===== config.mk =====
export PLATFORM = sky130hd
export DESIGN_NAME = receiver_mpi_buffer_flat
export DESIGN_NICKNAME = d
export VERILOG_FILES = /design/src/rtl/receiver_mpi_buffer_if.sv /design/src/rtl/receiver_mpi_buffer.sv /design/src/flat_wrapper.sv
export SDC_FILE = /design/constraint.sdc
export NUM_CORES = 1
export LEC_CHECK = 0
export ABC_AREA = 1
export BUFFER_PORTS_ARGS = -buffer_cell sky130_fd_sc_hd__buf_2
export CAP_MARGIN = 20
export CORE_MARGIN = 2
export CORE_UTILIZATION = 55
export DETAILED_ROUTE_END_ITERATION = 10
export PLACE_DENSITY = 0.82
export SLEW_MARGIN = 30
export SYNTH_ARGS = -nofsm -noshare
export SYNTH_HDL_FRONTEND = slang
export SYNTH_SLANG_ARGS = --single-unit

===== constraint.sdc =====
create_clock -name clk_i -period 3.77 [get_ports clk_i]
set_clock_uncertainty 0.1 [all_clocks]
set_input_delay 0.9425 -clock clk_i [delete_from_list [all_inputs] [get_ports clk_i]]
set_output_delay 0.9425 -clock clk_i [all_outputs]
set_load 0.05 [all_outputs]

===== src/rtl/receiver_mpi_buffer_if.sv =====
// Link bundle between the MPI sender/consumer side and the credit-based receive buffer.
// Signal names keep their original _i/_o suffixes as seen from the buffer.
interface receiver_mpi_buffer_if #(
  parameter int unsigned DEPTH = 8
);
  localparam int unsigned CW = $clog2(DEPTH) + 1;

  logic          valid_i;
  logic [63:0]   data_i;
  logic          yummy_o;
  logic          valid_o;
  logic [63:0]   data_o;
  logic          ready_i;
  logic [CW-1:0] count_o;
  logic          overflow_o;
  logic          mismatch_o;
  logic [15:0]   err_cnt_o;

  modport slave (
    input  valid_i, data_i, ready_i,
    output yummy_o, valid_o, data_o, count_o, overflow_o, mismatch_o, err_cnt_o
  );

  modport master (
    output valid_i, data_i, ready_i,
    input  yummy_o, valid_o, data_o, count_o, overflow_o, mismatch_o, err_cnt_o
  );
endinterface


===== src/rtl/receiver_mpi_buffer.sv =====
// Credit-based receive FIFO: stores sender flits, returns one yummy per drained entry,
// and checks the flit stream against an incrementing sequence starting at SEED.
module receiver_mpi_buffer #(
  parameter int unsigned DEPTH    = 8,
  parameter logic [63:0] SEED     = 64'hcafe_cafe_cafe_cafe,
  parameter bit          CHECK_EN = 1'b1
) (
  input  logic                 clk_i,
  input  logic                 rstn_i,
  receiver_mpi_buffer_if.slave mpi
);
  localparam int unsigned AW = $clog2(DEPTH);
  localparam int unsigned CW = AW + 1;

  logic [63:0]   r_mem [DEPTH];
  logic [AW-1:0] r_rd_ptr;
  logic [AW-1:0] r_wr_ptr;
  logic [CW-1:0] r_count;
  logic          r_yummy;
  logic          r_overflow;
  logic          r_mismatch;
  logic [15:0]   r_err_cnt;
  logic [63:0]   r_expected;

  logic          w_pop;
  logic          w_push;
  logic          w_drop;
  logic [CW-1:0] w_count_nxt;

  // A full buffer still accepts a flit when the head leaves in the same cycle.
  assign w_pop  = (r_count != '0) && mpi.ready_i;
  assign w_push = mpi.valid_i && ((r_count < CW'(DEPTH)) || w_pop);
  assign w_drop = mpi.valid_i && !w_push;

  always_comb begin
    w_count_nxt = r_count;
    case ({w_push, w_pop})
      2'b10:   w_count_nxt = r_count + CW'(1);
      2'b01:   w_count_nxt = r_count - CW'(1);
      default: w_count_nxt = r_count;
    endcase
  end

  always_ff @(posedge clk_i) begin
    if (!rstn_i) begin
      for (int unsigned i = 0; i < DEPTH; i++) begin
        r_mem[i] <= '0;
      end
    end else if (w_push) begin
      r_mem[r_wr_ptr] <= mpi.data_i;
    end
  end

  always_ff @(posedge clk_i) begin
    if (!rstn_i) begin
      r_rd_ptr   <= '0;
      r_wr_ptr   <= '0;
      r_count    <= '0;
      r_yummy    <= 1'b0;
      r_overflow <= 1'b0;
    end else begin
      if (w_push) begin
        r_wr_ptr <= r_wr_ptr + AW'(1);
      end
      if (w_pop) begin
        r_rd_ptr <= r_rd_ptr + AW'(1);
      end
      r_count <= w_count_nxt;
      r_yummy <= w_pop;
      if (w_drop) begin
        r_overflow <= 1'b1;
      end
    end
  end

  // Expected value always resyncs to the accepted flit, so one bad flit is one error.
  always_ff @(posedge clk_i) begin
    if (!rstn_i) begin
      r_expected <= SEED;
      r_mismatch <= 1'b0;
      r_err_cnt  <= '0;
    end else if (CHECK_EN && w_push) begin
      r_expected <= mpi.data_i + 64'd1;
      if (mpi.data_i != r_expected) begin
        r_mismatch <= 1'b1;
        if (r_err_cnt != '1) begin
          r_err_cnt <= r_err_cnt + 16'd1;
        end
      end
    end
  end

  assign mpi.valid_o    = (r_count != '0);
  assign mpi.data_o     = r_mem[r_rd_ptr];
  assign mpi.count_o    = r_count;
  assign mpi.yummy_o    = r_yummy;
  assign mpi.overflow_o = r_overflow;
  assign mpi.mismatch_o = r_mismatch;
  assign mpi.err_cnt_o  = r_err_cnt;
endmodule


===== src/flat_wrapper.sv =====
// flat-port wrapper written by rule: the top's interface ports become plain ports
module receiver_mpi_buffer_flat 
#(
  parameter int unsigned DEPTH    = 8,
  parameter logic [63:0] SEED     = 64'hcafe_cafe_cafe_cafe,
  parameter bit          CHECK_EN = 1'b1
)
  (clk_i, rstn_i, mpi_valid_i, mpi_data_i, mpi_ready_i, mpi_yummy_o, mpi_valid_o, mpi_data_o, mpi_count_o, mpi_overflow_o, mpi_mismatch_o, mpi_err_cnt_o);
  receiver_mpi_buffer_if #(.DEPTH(DEPTH)) mpi_i ();
  input  logic clk_i;
  input  logic rstn_i;
  input wire logic [$bits(mpi_i.valid_i)-1:0] mpi_valid_i;
  input wire logic [$bits(mpi_i.data_i)-1:0] mpi_data_i;
  input wire logic [$bits(mpi_i.ready_i)-1:0] mpi_ready_i;
  output wire logic [$bits(mpi_i.yummy_o)-1:0] mpi_yummy_o;
  output wire logic [$bits(mpi_i.valid_o)-1:0] mpi_valid_o;
  output wire logic [$bits(mpi_i.data_o)-1:0] mpi_data_o;
  output wire logic [$bits(mpi_i.count_o)-1:0] mpi_count_o;
  output wire logic [$bits(mpi_i.overflow_o)-1:0] mpi_overflow_o;
  output wire logic [$bits(mpi_i.mismatch_o)-1:0] mpi_mismatch_o;
  output wire logic [$bits(mpi_i.err_cnt_o)-1:0] mpi_err_cnt_o;
  assign mpi_i.valid_i = mpi_valid_i;
  assign mpi_i.data_i = mpi_data_i;
  assign mpi_i.ready_i = mpi_ready_i;
  assign mpi_yummy_o = mpi_i.yummy_o;
  assign mpi_valid_o = mpi_i.valid_o;
  assign mpi_data_o = mpi_i.data_o;
  assign mpi_count_o = mpi_i.count_o;
  assign mpi_overflow_o = mpi_i.overflow_o;
  assign mpi_mismatch_o = mpi_i.mismatch_o;
  assign mpi_err_cnt_o = mpi_i.err_cnt_o;
  receiver_mpi_buffer #(.DEPTH(DEPTH), .SEED(SEED), .CHECK_EN(CHECK_EN)) u_core (.clk_i(clk_i), .rstn_i(rstn_i), .mpi(mpi_i));
endmodule

* Yosys cells after proc, flatten, opt, wreduce, memory -nomap -nowiden *
Memories as Yosys holds them, arrays and structs flattened. A register that Yosys moved wholly into a read port is not among the register bits.
Index checks and enable logic that the tools add are counted.

storage, ports and cells
  flip-flop bits (word level) = 93
  bits in writable memories = 512
  bits of input ports = 68
  output and inout bits = 88
  logic and storage cells = 40
  memories = 1

cells by class
  $add $sub $neg = 6
  magnitude comparators = 1
  equality and inequality tests = 4
  multiplexer cells = 10
  reductions and logical operators = 10

memory list
  name          depth  width  read ports  clocked after memory_dff  write ports  RTL line                   text
  u_core.r_mem  8      64     1           1                         8            receiver_mpi_buffer.sv:15  logic [63:0] r_mem [DEPTH];

operator list
  cell                                                                 count
  64-bit by 1-bit adder with 64-bit output (second input constant)     1
  64-bit 2-to-1 mux                                                    1
  64-bit inequality test                                               1
  64-bit OR reduction                                                  1
  16-bit by 1-bit adder with 16-bit output (second input constant)     1
  16-bit inequality test (second input constant)                       1
  3-bit 2-to-1 mux                                                     3
  4-bit case mux with 2 select lines                                   1
  3-bit by 1-bit adder with 3-bit output (second input constant)       2
  1-bit 2-to-1 mux                                                     5
  4-bit by 1-bit adder with 4-bit output (second input constant)       1
  4-bit less-than comparator (second input constant)                   1
  4-bit nonzero test                                                   1
  4-bit by 1-bit subtractor with 4-bit output (second input constant)  1
  1-bit logical AND                                                    3
  3-bit AND reduction                                                  1
  2-bit by 1-bit == test with 1-bit output (second input constant)     1
  2-bit == test (second input constant)                                1
  2-bit AND reduction                                                  1
  2-bit nonzero test                                                   1
  1-bit zero test                                                      1
  1-bit logical OR                                                     1

* Depth between registers and ports, before layout *
Gate-level depths: netlist of the first run.

  word-level depth = 9
  gate-level depth with buffers = 14
  depth with buffers taken out = 14

* Worst setup path before layout of the first run *
No wires, ideal clock.

  path kind = flip-flop to flip-flop
  start point = reg u_core.r_count[0] (netlist: u_core.mpi.count_o[0])
  end point = mem u_core.r_mem[0][0], enable pin
  library setup time = 0.424 ns
  arrival = 3.698 ns
  data required time = 3.246 ns
  slack = -0.452 ns
  cell stages (with the launch flop) = 11
  path buffers = 2
  clock period less this slack = 4.222 ns
  cells stage by stage = dfxtp_1 inv_1 nand4_1 nand2_2 a21boi_2 inv_2 nor3_4 nand2_1 buf_2 buf_2 nand2_1

RTL lines
  item                    RTL line                   text
  start, declared         receiver_mpi_buffer.sv:18  logic [CW-1:0] r_count;
  start signal, assigned  receiver_mpi_buffer.sv:68  r_count <= w_count_nxt;
  end, declared           receiver_mpi_buffer.sv:15

==> results of run 1 <==
## Yosys cell counts, drive strengths merged
cell and instances:
a21boi 1, a21oi 64, a31oi 65, and2 1, and3 1, buf 94
clkbuf 115, clkinv 17, dfxtp 96, edfxtp 512, ha 7, inv 198
nand2 365, nand3 76, nand3b 2, nand4 30, nor2 1102, nor3 41
nor3b 1, nor4 4, o211ai 17, o21ai 317, o221ai 4, o22ai 64
o31ai 1, or2 2, xnor2 3, xor2 42
## cells by family after synthesis
kind of cell | synth area share (%)
simple gates | 22.3
flops | 60.0
compound gates | 10.0
buf+inv | 5.92
xor+xnor | 1.37
fa+ha+maj | 0.304
## layout by cell type, fill, tap and decap left out, types with 16 or more instances in the layout
master / instances
nor2_1: 1093
nand2_1: 345
o21ai_0: 312
nand3_1: 75
o22ai_1: 64
a21oi_1: 64
diode_2: 16
dfxtp_1: 94
clkbuf_1: 18
clkinv_1: 21
edfxtp_1: 512
xor2_1: 42
inv_2: 21
nor3_1: 38
buf_2: 153
nand4_1: 30
inv_1: 174
buf_12: 23
a31oi_1: 65
buf_4: 25
o211ai_1: 17
clkbuf_16: 64
## what timing repair did
action	CTS	global route
setup endpoints to repair	15	16
cloned	0	1
resized for setup	1	5
buffers inserted	1	0
## per-layer routing
metal	vias to the layer above	GRT usage [%]	share of wire, %
li1	11000	-	-
met1	11200	40.0	36
met2	1757	48.6	46
met3	286	6.63	12
met4	30	17.3	5.1
met5	-	0	0.23
## worst max-delay path by stage
stage	slack, ns	start	end	cells past startpoint
global route	-0.02	flip-flop	mpi_data_o[21]	6
detailed placement	0.58	flip-flop	mpi_data_o[20]	6
CTS	0.007	flip-flop	mpi_data_o[44]	7
global placement	0.60	mpi_data_i[0]	u_core.r_expected[62]	13
finish	-0.00009	flip-flop	mpi_data_o[20]	6
floorplan	0.17	u_core.mpi.count_o[0]	u_core.r_mem[0][0]	10
## through the flow
stage	TNS [ns]	util, %
finish	-0.0000930	62.9
global route	-0.0229	62.9
CTS	0	62.7
detailed placement	0	58.9
global placement	0	58.9
floorplan	0	-
## power by group through the flow
| stage | registers (µW) | clock network [µW] | logic [µW] |
|---|---|---|---|
| 2_1_floorplan | 8180 | 0 | 4330 |
| 3_3_place_gp | 8160 | 0 | 6040 |
| 3_5_place_dp | 8180 | 0 | 6120 |
| 4_1_cts | 8020 | 5910 | 6240 |
| 5_1_grt | 8080 | 6170 | 6800 |
| 6_report | 8040 | 5910 | 6360 |
## area by class of cell
| cell class | instances | area share (%) |
|---|---|---|
| sequential | 608 | 53.4 |
| multi-input combinational | 2210 | 30.5 |
| clock buffer | 88 | 5.37 |
| timing repair buffer | 209 | 4.81 |
| tap | 680 | 2.63 |
| inverter | 215 | 2.52 |
| clock inverter | 23 | 0.576 |
| antenna | 16 | 0.124 |
## sequential cells by signal, indices dropped and copies added, names as in the netlist, 3 cells and up, named ones only
name,cells
u_core.r_expected,64
u_core.r_mem,512
u_core.r_rd_ptr,3
u_core.mpi.err_cnt_o,16
u_core.mpi.count_o,4
u_core.r_wr_ptr,3
## worst max-delay path, cell delays in order, from the launching register on
cell and delay [ns]:
dfxtp_4 0.48, buf_16 0.35, o21ai_0 0.20, o22ai_1 0.17
nor2_1 0.07, a31oi_1 0.32, buf_2 0.34
==> metrics.txt, run 1 <==
clock period minus worst slack 3.77 ns; Pleak 0.0134 µW; unrepaired setup endpoints after global routing true; final setup margin -0.0000930 ns; Fill cells 4064; worst path required time 2.73 ns; startpoint class of the critical path flip-flop; Root Driver clkbuf_16; WL final 84600 µm; Clock Latency Late Sink 0.63 ns; Finished Layout Cells 4049; first-pass GRT wire length 128000 µm; Logic pwr share 31.3%; Worst Reg-to-Reg Cells 9; vias 24300; # placed instances 3919; power share of the clock group 29.1%; Num CTS Buffers 59; Slew headroom 31.1%; NetSw 7570 µW; PD cells 627 nW/µm²; Mean Syn Cell Area 8.89 µm²; fraction of layout cells with a size suffix above 1 10.8%; R2R Path End u_core.r_mem[7][24]; sequential share of the synthesized area 60.0%; final worst path period share 100%; maximum VDD drop 0.420 mV; PortBufs 155; GPL Wtd Cong 0.984; GRT overflow 0; sequential cell area 17300 µm²; post-placement setup slack 0.581 ns; Hold EP u_core.mpi.mismatch_o; DR vias/cell 5.99; Hold Startpoint u_core.mpi.mismatch_o; failing checks setup timing; Total GRT Usage 30.9%; CTS clk-pin slew, worst paths 0.06 ns; Synth area leader edfxtp_1; number of global-route vias before repair 22800; power after layout 20300 µW; Final ANT Viol Nets 0; multi-input combinational cell area 9900 µm²; worst-margin pin slew 1.03 ns; Max Freq 265 MHz; Syn. warnings 0; Switching Fraction 37.3%; DRT Pass-1 Iters 7; area grow syn2layout 12.4%; synthesis-stage register bit count 608; Core ar. 51500 µm²; Synth Net Count 3317; DR iter-0 viols 3487; CP Class flip-flop to output port; DRC viols 0; Final Hold Viols 0; cts hold-fix bufs 0; Cells after Synth 3242; Flop pwr share 39.6%; Placed Area 30300 µm²; Max Slew Vio Count 0; die area 54200 µm²; Internal Dissipation 12700 µW; die extent in y 233 µm; hold crit path type flip-flop to flip-flop; Clock Sinks 608; Final HPWL DP 48500 µm; CTS tree built; maximum clock path buffer count 3; Final Setup Violations 1; max-cap violations 0; final hold slack 0.364 ns; io pins 156; cell area after layout 32400 µm²; synth unique cells 41; area share of the largest cell type after synthesis 53.4%; # nets final 3378; H-tree depth 2; data arrival time of the worst path 2.73 ns; die width 233 µm; Syn Std Cell Area 28800 µm²; status finished with violations; cell depth of the worst min-delay path 2; Routed WL per cell 20.9 µm; initial antenna violation count 31; Critical Path Fanout Max 115; pin count of the biggest net entering global routing 116; top cells by area, synth edfxtp_1, nor2_1, dfxtp_1, o21ai_0, nand2_1; RR Startpoint u_core.mpi.count_o[2]; critical path endpoint category output port; initial core utilization 55.9%; flop2flop setup slack 1.18 ns; row count 83
Note: power is estimated with default switching activity, not from simulation.
==> run 2, diff against run 1 <==
ABC_AREA = not set   (was 1)
==> run 2 against run 1 <==
Compared with the run above:
- the run now ends clean
- synthesized area down 0.52%
- register-to-register slack worse by 0.17 ns
- core utilization down 0.65 points
- final cell count down 29%
- critical path depth down 2
- wire length down 18%
- maximum frequency up 3.1%
- first-iteration DRC count down 53%
- count of clock-buffer cells in the layout down 10
- global-route usage down 5.1 points
- largest cell class unchanged
==> metrics.txt, run 2 <==
top cells by area, synth edfxtp_1, and2_1, mux4_2, dfxtp_1, xnor2_1 (was edfxtp_1, nor2_1, dfxtp_1, o21ai_0, nand2_1); cts hold-fix bufs 0 (unchanged); Syn. warnings 0 (unchanged); max reg flops 512 (unchanged); Pleak 0.0116 µW (was 0.0134 µW); Max Freq 274 MHz (was 265 MHz); hold crit path type flip-flop to flip-flop (unchanged); pin count of the biggest net entering global routing 72 (was 116); Mean Syn Cell Area 13.7 µm² (was 8.89 µm²); flop2flop setup slack 1.01 ns (was 1.18 ns); startpoint class of the critical path flip-flop (unchanged); Final Setup Violations 0 (was 1); worst-margin pin slew 0.802 ns (was 1.03 ns); initial core utilization 55.8% (was 55.9%); critical path endpoint category output port (unchanged); Synth Net Count 2164 (was 3317); DR iter-0 viols 1644 (was 3487); first-pass GRT wire length 105000 µm (was 128000 µm); Synth area leader edfxtp_1 (unchanged); GRT overflow 0 (unchanged); die width 232 µm (was 233 µm); PortBufs 155 (unchanged); area grow syn2layout 11.6% (was 12.4%); Core ar. 51400 µm² (was 51500 µm²); EDFF count, synth 512 (unchanged); Post-CTS Setup Bufs 0 (was 1); Final Hold Viols 0 (unchanged); Cells after Synth 2089 (was 3242); initial antenna violation count 5 (was 31); fraction of layout cells with a size suffix above 1 23.1% (was 10.8%); data arrival time of the worst path 2.61 ns (was 2.73 ns); Syn Std Cell Area 28700 µm² (was 28800 µm²); synthesis-stage register bit count 608 (unchanged); PD cells 542 nW/µm² (was 627 nW/µm²); worst path required time 2.73 ns (about the same); Placed Area 30100 µm² (was 30300 µm²); cell area after layout 32000 µm² (was 32400 µm²); WL final 69200 µm (was 84600 µm); Root Driver clkbuf_16 (unchanged); H-tree depth 2 (unchanged); Clock Sinks 608 (unchanged); asr flop ratio synth 0% (unchanged); number of global-route vias before repair 18200 (was 22800); die area 54000 µm² (was 54200 µm²); Finished Layout Cells 2885 (was 4049); CP Class flip-flop to output port (unchanged); final hold slack 0.387 ns (was 0.364 ns); # placed instances 2771 (was 3919); DRT Pass-1 Iters 5 (was 7); synth cell count leaders edfxtp_1, and2_1, clkbuf_1 (was nor2_1, edfxtp_1, nand2_1); ys flop type edfxtp_1 (unchanged); Num CTS Buffers 59 (unchanged); cell with the most instances after synthesis edfxtp_1 (was nor2_1); max-cap violations 0 (unchanged); Critical Path Fanout Max 60 (was 115); Total GRT Usage 25.9% (was 30.9%); vias 17400 (was 24300); CTS tree built (unchanged); clock period minus worst slack 3.66 ns (was 3.77 ns); Final HPWL DP 40200 µm (was 48500 µm); synth unique cells 53 (was 41); die extent in y 232 µm (was 233 µm); Setup TNS 0 ns (was -0.0000930 ns); post-CTS resize count 0 (was 1); unrepaired setup endpoints after global routing false (was true); most common cell after layout, fill and taps aside edfxtp_1 (was nor2_1); maximum VDD drop 0.544 mV (was 0.420 mV); Slew headroom 46.5% (was 31.1%); final worst path period share 97.0% (was 100%); DR vias/cell 6.05 (was 5.99); io pins 156 (unchanged); Clock Latency Late Sink 0.62 ns (was 0.63 ns); DRC viols 0 (unchanged); CTS clk-pin slew, worst paths 0.06 ns (about the same); Routed WL per cell 24.0 µm (was 20.9 µm); Final ANT Viol Nets 0 (unchanged); row count 83 (unchanged); status finished clean (was finished with violations); maximum clock path buffer count 3 (unchanged); Max Slew Vio Count 0 (unchanged); largest register by flop count u_core.r_mem (unchanged); # nets final 2227 (was 3378); GPL Wtd Cong 0.903 (was 0.984); most frequent cells in the layout edfxtp_1, and2_1, buf_2 (was nor2_1, edfxtp_1, nand2_1); sequential share of the synthesized area 60.3% (was 60.0%); area share of the largest cell type after synthesis 53.6% (was 53.4%); Fill cells 3701 (was 4064)
-- run 2: cell count changes in the layout (fill, tap and decap cells not counted), sizes merged, moves of 93 or more --
cell | previous run | this run
and2 | 1 | 506
inv | 199 | 9
mux4 | 0 | 128
nand2 | 365 | 59
nor2 | 1102 | 62
o21ai | 317 | 34
xnor2 | 3 | 96
-- run 2: logic make-up after synthesis --
logic type / after synthesis / synth area share (%)
AND/OR/NAND/NOR: 831 / 17.3
flip-flops: 608 / 60.3
buffers and inverters: 202 / 2.82
multiplexers: 202 / 12.9
AO/OA/AOI/OAI: 120 / 2.64
XOR/XNOR: 119 / 3.64
adder cells (fa/ha/maj): 7 / 0.306
-- run 2: final cells by class --
class	count	area (µm²)	area share (%)
Antenna cell	5	12.5	0.0391
Clock buffer	78	1590	4.96
Clock inverter	31	253	0.790
Inverter	8	30.0	0.0939
Multi-Input combinational cell	1279	10700	33.3
Sequential cell	608	17300	54.1
Tap cell	680	851	2.66
Timing Repair Buffer	196	1280	4.01
-- run 2: power by group --
group	switching (µW)	total (µW)	internal, µW
Combinational	2330	3680	1350
Sequential	223	7960	7730
Clock	2490	5710	3220
Total	5040	17300	12300
-- run 2: worst paths after layout --
| path | from | end | depth (start not counted) |
|---|---|---|---|
| max | flip-flop | mpi_data_o[13] | 4 |
| min | u_core.r_expected[1] | u_core.r_expected[1] | 2 |
| max reg2reg | u_core.r_wr_ptr[0] | u_core.r_mem[5][20] | 4 |
| min reg2reg | u_core.r_expected[1] | u_core.r_expected[1] | 2 |
-- run 2: metrics by stage --
stage	util [%]	setup WS, ns	total power, µW
finish	62.2	0.114	17300
global route	62.2	0.0294	17900
CTS	62.2	0.0933	17400
detailed placement	58.6	0.395	11800
global placement	58.6	0.492	11700
floorplan	-	0.315	10800
-- run 2: critical path: stages, from the launching register on --
cell     delay (ns)
dfxtp_4        0.38
buf_12         0.39
mux4_2         0.58
mux2_2         0.31
buf_2          0.22
-- run 2: metal layers --
metal  vias to the layer above  track usage [%]  wire (µm)
met5                         -                0         29
met4                         6             9.33       1990
met3                       130             5.78       5610
met2                       762             43.9      34800
met1                      8821             32.7      26800
li1                       7726                -          -
==> run 3, diff against run 2 <==
CTS_BUF_LIST = sky130_fd_sc_hd__clkbuf_4 sky130_fd_sc_hd__clkbuf_8 sky130_fd_sc_hd__clkbuf_16   (was not set)
==> run 3 against run 2 <==
Compared with the run above:
- final cell count is essentially flat
- wire length is 0.30% higher
- sequential share of layout area down 0.087 points
- via count grew 0.33%
- die area did not move
==> metrics.txt, run 3 (synthesis gave the netlist of run 2 again) <==
data arrival time of the worst path 2.62 ns (was 2.61 ns); Placed Area 30100 µm² (unchanged); Internal Dissipation 12400 µW (was 12300 µW); DRT Pass-1 Iters 5 (unchanged); critical path's slowest cell mux4_2 (unchanged); max-cap violations 0 (unchanged); Hold EP u_core.mpi.mismatch_o (was u_core.r_expected[1]); io pins 156 (unchanged); critical path endpoint category output port (unchanged); Clock Latency Late Sink 0.62 ns (about the same); Fill cells 3690 (was 3701); DR vias/cell 6.07 (was 6.05); Num CTS Buffers 59 (unchanged); first-pass GRT wire length 105000 µm (about the same); unrepaired setup endpoints after global routing false (unchanged); cts hold-fix bufs 0 (unchanged); Final Hold Viols 0 (unchanged); post-CTS resize count 0 (unchanged); Max Freq 273 MHz (was 274 MHz); area grow syn2layout 11.8% (was 11.6%); Routed WL per cell 24.1 µm (was 24.0 µm); PD cells 544 nW/µm² (was 542 nW/µm²); # nets final 2227 (unchanged); vias 17500 (was 17400); most common cell after layout, fill and taps aside edfxtp_1 (unchanged); die width 232 µm (unchanged); die extent in y 232 µm (unchanged); Root Driver clkbuf_16 (unchanged); power share of the clock group 33.3% (was 32.9%); # placed instances 2771 (unchanged); number of global-route vias before repair 18200 (about the same); crit path cell chain buf_12 -> mux4_2 -> mux2_2 -> buf_2 (unchanged); Max Slew Vio Count 0 (unchanged); clock period minus worst slack 3.67 ns (was 3.66 ns); fraction of layout cells with a size suffix above 1 23.8% (was 23.1%); Total GRT Usage 25.9% (about the same); CP Buf/Inv Count 2 (unchanged); Switching Fraction 28.9% (was 29.1%); largest register by flop count u_core.r_mem (unchanged); Logic pwr share 21.1% (was 21.2%); startpoint class of the critical path flip-flop (unchanged); die area 54000 µm² (unchanged); RR Startpoint u_core.r_wr_ptr[0] (unchanged); PortBufs 155 (unchanged); Core ar. 51400 µm² (unchanged); CTS tree built (unchanged); maximum VDD drop 0.544 mV (about the same); NetSw 5040 µW (about the same); Hold Startpoint u_core.mpi.mismatch_o (was u_core.r_expected[1]); hold crit path type flip-flop to flip-flop (unchanged); H-tree depth 2 (unchanged); Final HPWL DP 40200 µm (unchanged); worst-margin pin slew 0.820 ns (was 0.802 ns); Clock Sinks 608 (unchanged); crit-path max cell delay 0.58 ns (about the same); Setup TNS 0 ns (unchanged); Critical Path Fanout Max 60 (unchanged); final worst path period share 97.2% (was 97.0%); pin count of the biggest net entering global routing 72 (unchanged); power after layout 17400 µW (was 17300 µW); most frequent cells in the layout edfxtp_1, and2_1, buf_2 (unchanged); Final Setup Violations 0 (unchanged); Flop pwr share 45.6% (was 45.9%); worst path required time 2.73 ns (about the same); initial core utilization 55.8% (unchanged); Slew headroom 45.3% (was 46.5%); maximum clock path buffer count 3 (unchanged); delay-heaviest family, CP multiplexers (unchanged); final core occ 62.3% (was 62.2%); GRT overflow 0 (unchanged); status finished clean (unchanged); initial antenna violation count 5 (unchanged); CP Class flip-flop to output port (unchanged); max reg flops 512 (unchanged); GPL Wtd Cong 0.903 (unchanged); flop2flop setup slack 1.04 ns (was 1.01 ns); Finished Layout Cells 2883 (was 2885); Final ANT Viol Nets 0 (unchanged); Worst Reg-to-Reg Cells 4 (unchanged); Post-CTS Setup Bufs 0 (unchanged); row count 83 (unchanged); cell depth of the worst min-delay path 2 (unchanged); DR iter-0 viols 1630 (was 1644); WL final 69400 µm (was 69200 µm); CTS clk-pin slew, worst paths 0.06 ns (about the same); DRC viols 0 (unchanged); cell area after layout 32000 µm² (about the same); Pleak 0.0116 µW (about the same); R2R Path End u_core.r_mem[5][20] (unchanged)
-- run 3: per-layer routing --
layer  global-route usage, %  vias to the layer above  routed length (µm)
met2                    44.0                      797               35000
met4                    9.44                        6                1910
met5                       0                        -                  29
li1                        -                     7725                   -
met1                    32.8                     8849               26600
met3                    5.49                      126                5800
-- run 3: worst max path at each step --
stage	start	endpoint	slack, ns	cells after the start
6_report	flip-flop	mpi_data_o[13]	0.10	4
5_1_grt	flip-flop	mpi_data_o[14]	0.03	4
4_1_cts	flip-flop	mpi_data_o[13]	0.09	4
3_5_place_dp	mpi_ready_i	u_core.r_mem[6][19]	0.40	9
3_3_place_gp	mpi_ready_i	u_core.r_mem[6][20]	0.49	9
2_1_floorplan	mpi_ready_i	u_core.r_mem[2][0]	0.32	8
-- run 3: metrics by stage --
stage	hold slack (ns)	setup slack, ns
floorplan	0.358	0.315
global placement	0.355	0.492
detailed placement	0.368	0.395
CTS	0.384	0.0933
global route	0.423	0.0294
finish	0.387	0.105
-- run 3: area by class of cell --
type,instances,area [µm²],area share [%]
sequential,608,17300,54.0
multi-input combinational,1279,10700,33.3
clock buffer,78,1640,5.13
timing repair buffer,196,1280,4.01
tap,680,851,2.66
clock inverter,31,253,0.789
inverter,8,30.0,0.0937
antenna,3,7.51,0.0234
-- run 3: power groups by stage --
stage / logic [µW] / registers [µW] / clock network (µW)
2_1_floorplan: 2730 / 8090 / 0
3_3_place_gp: 3640 / 8050 / 0
3_5_place_dp: 3680 / 8090 / 0
4_1_cts: 3710 / 7960 / 5860
5_1_grt: 3870 / 8000 / 6100
6_report: 3680 / 7960 / 5810
-- run 3: worst reg2reg max path, cell delays in order, from the launching register on --
cell     delay [ns]
dfxtp_1        0.77
nand2_1        0.52
nor3_2         0.27
buf_4          0.67
and2_1         0.27
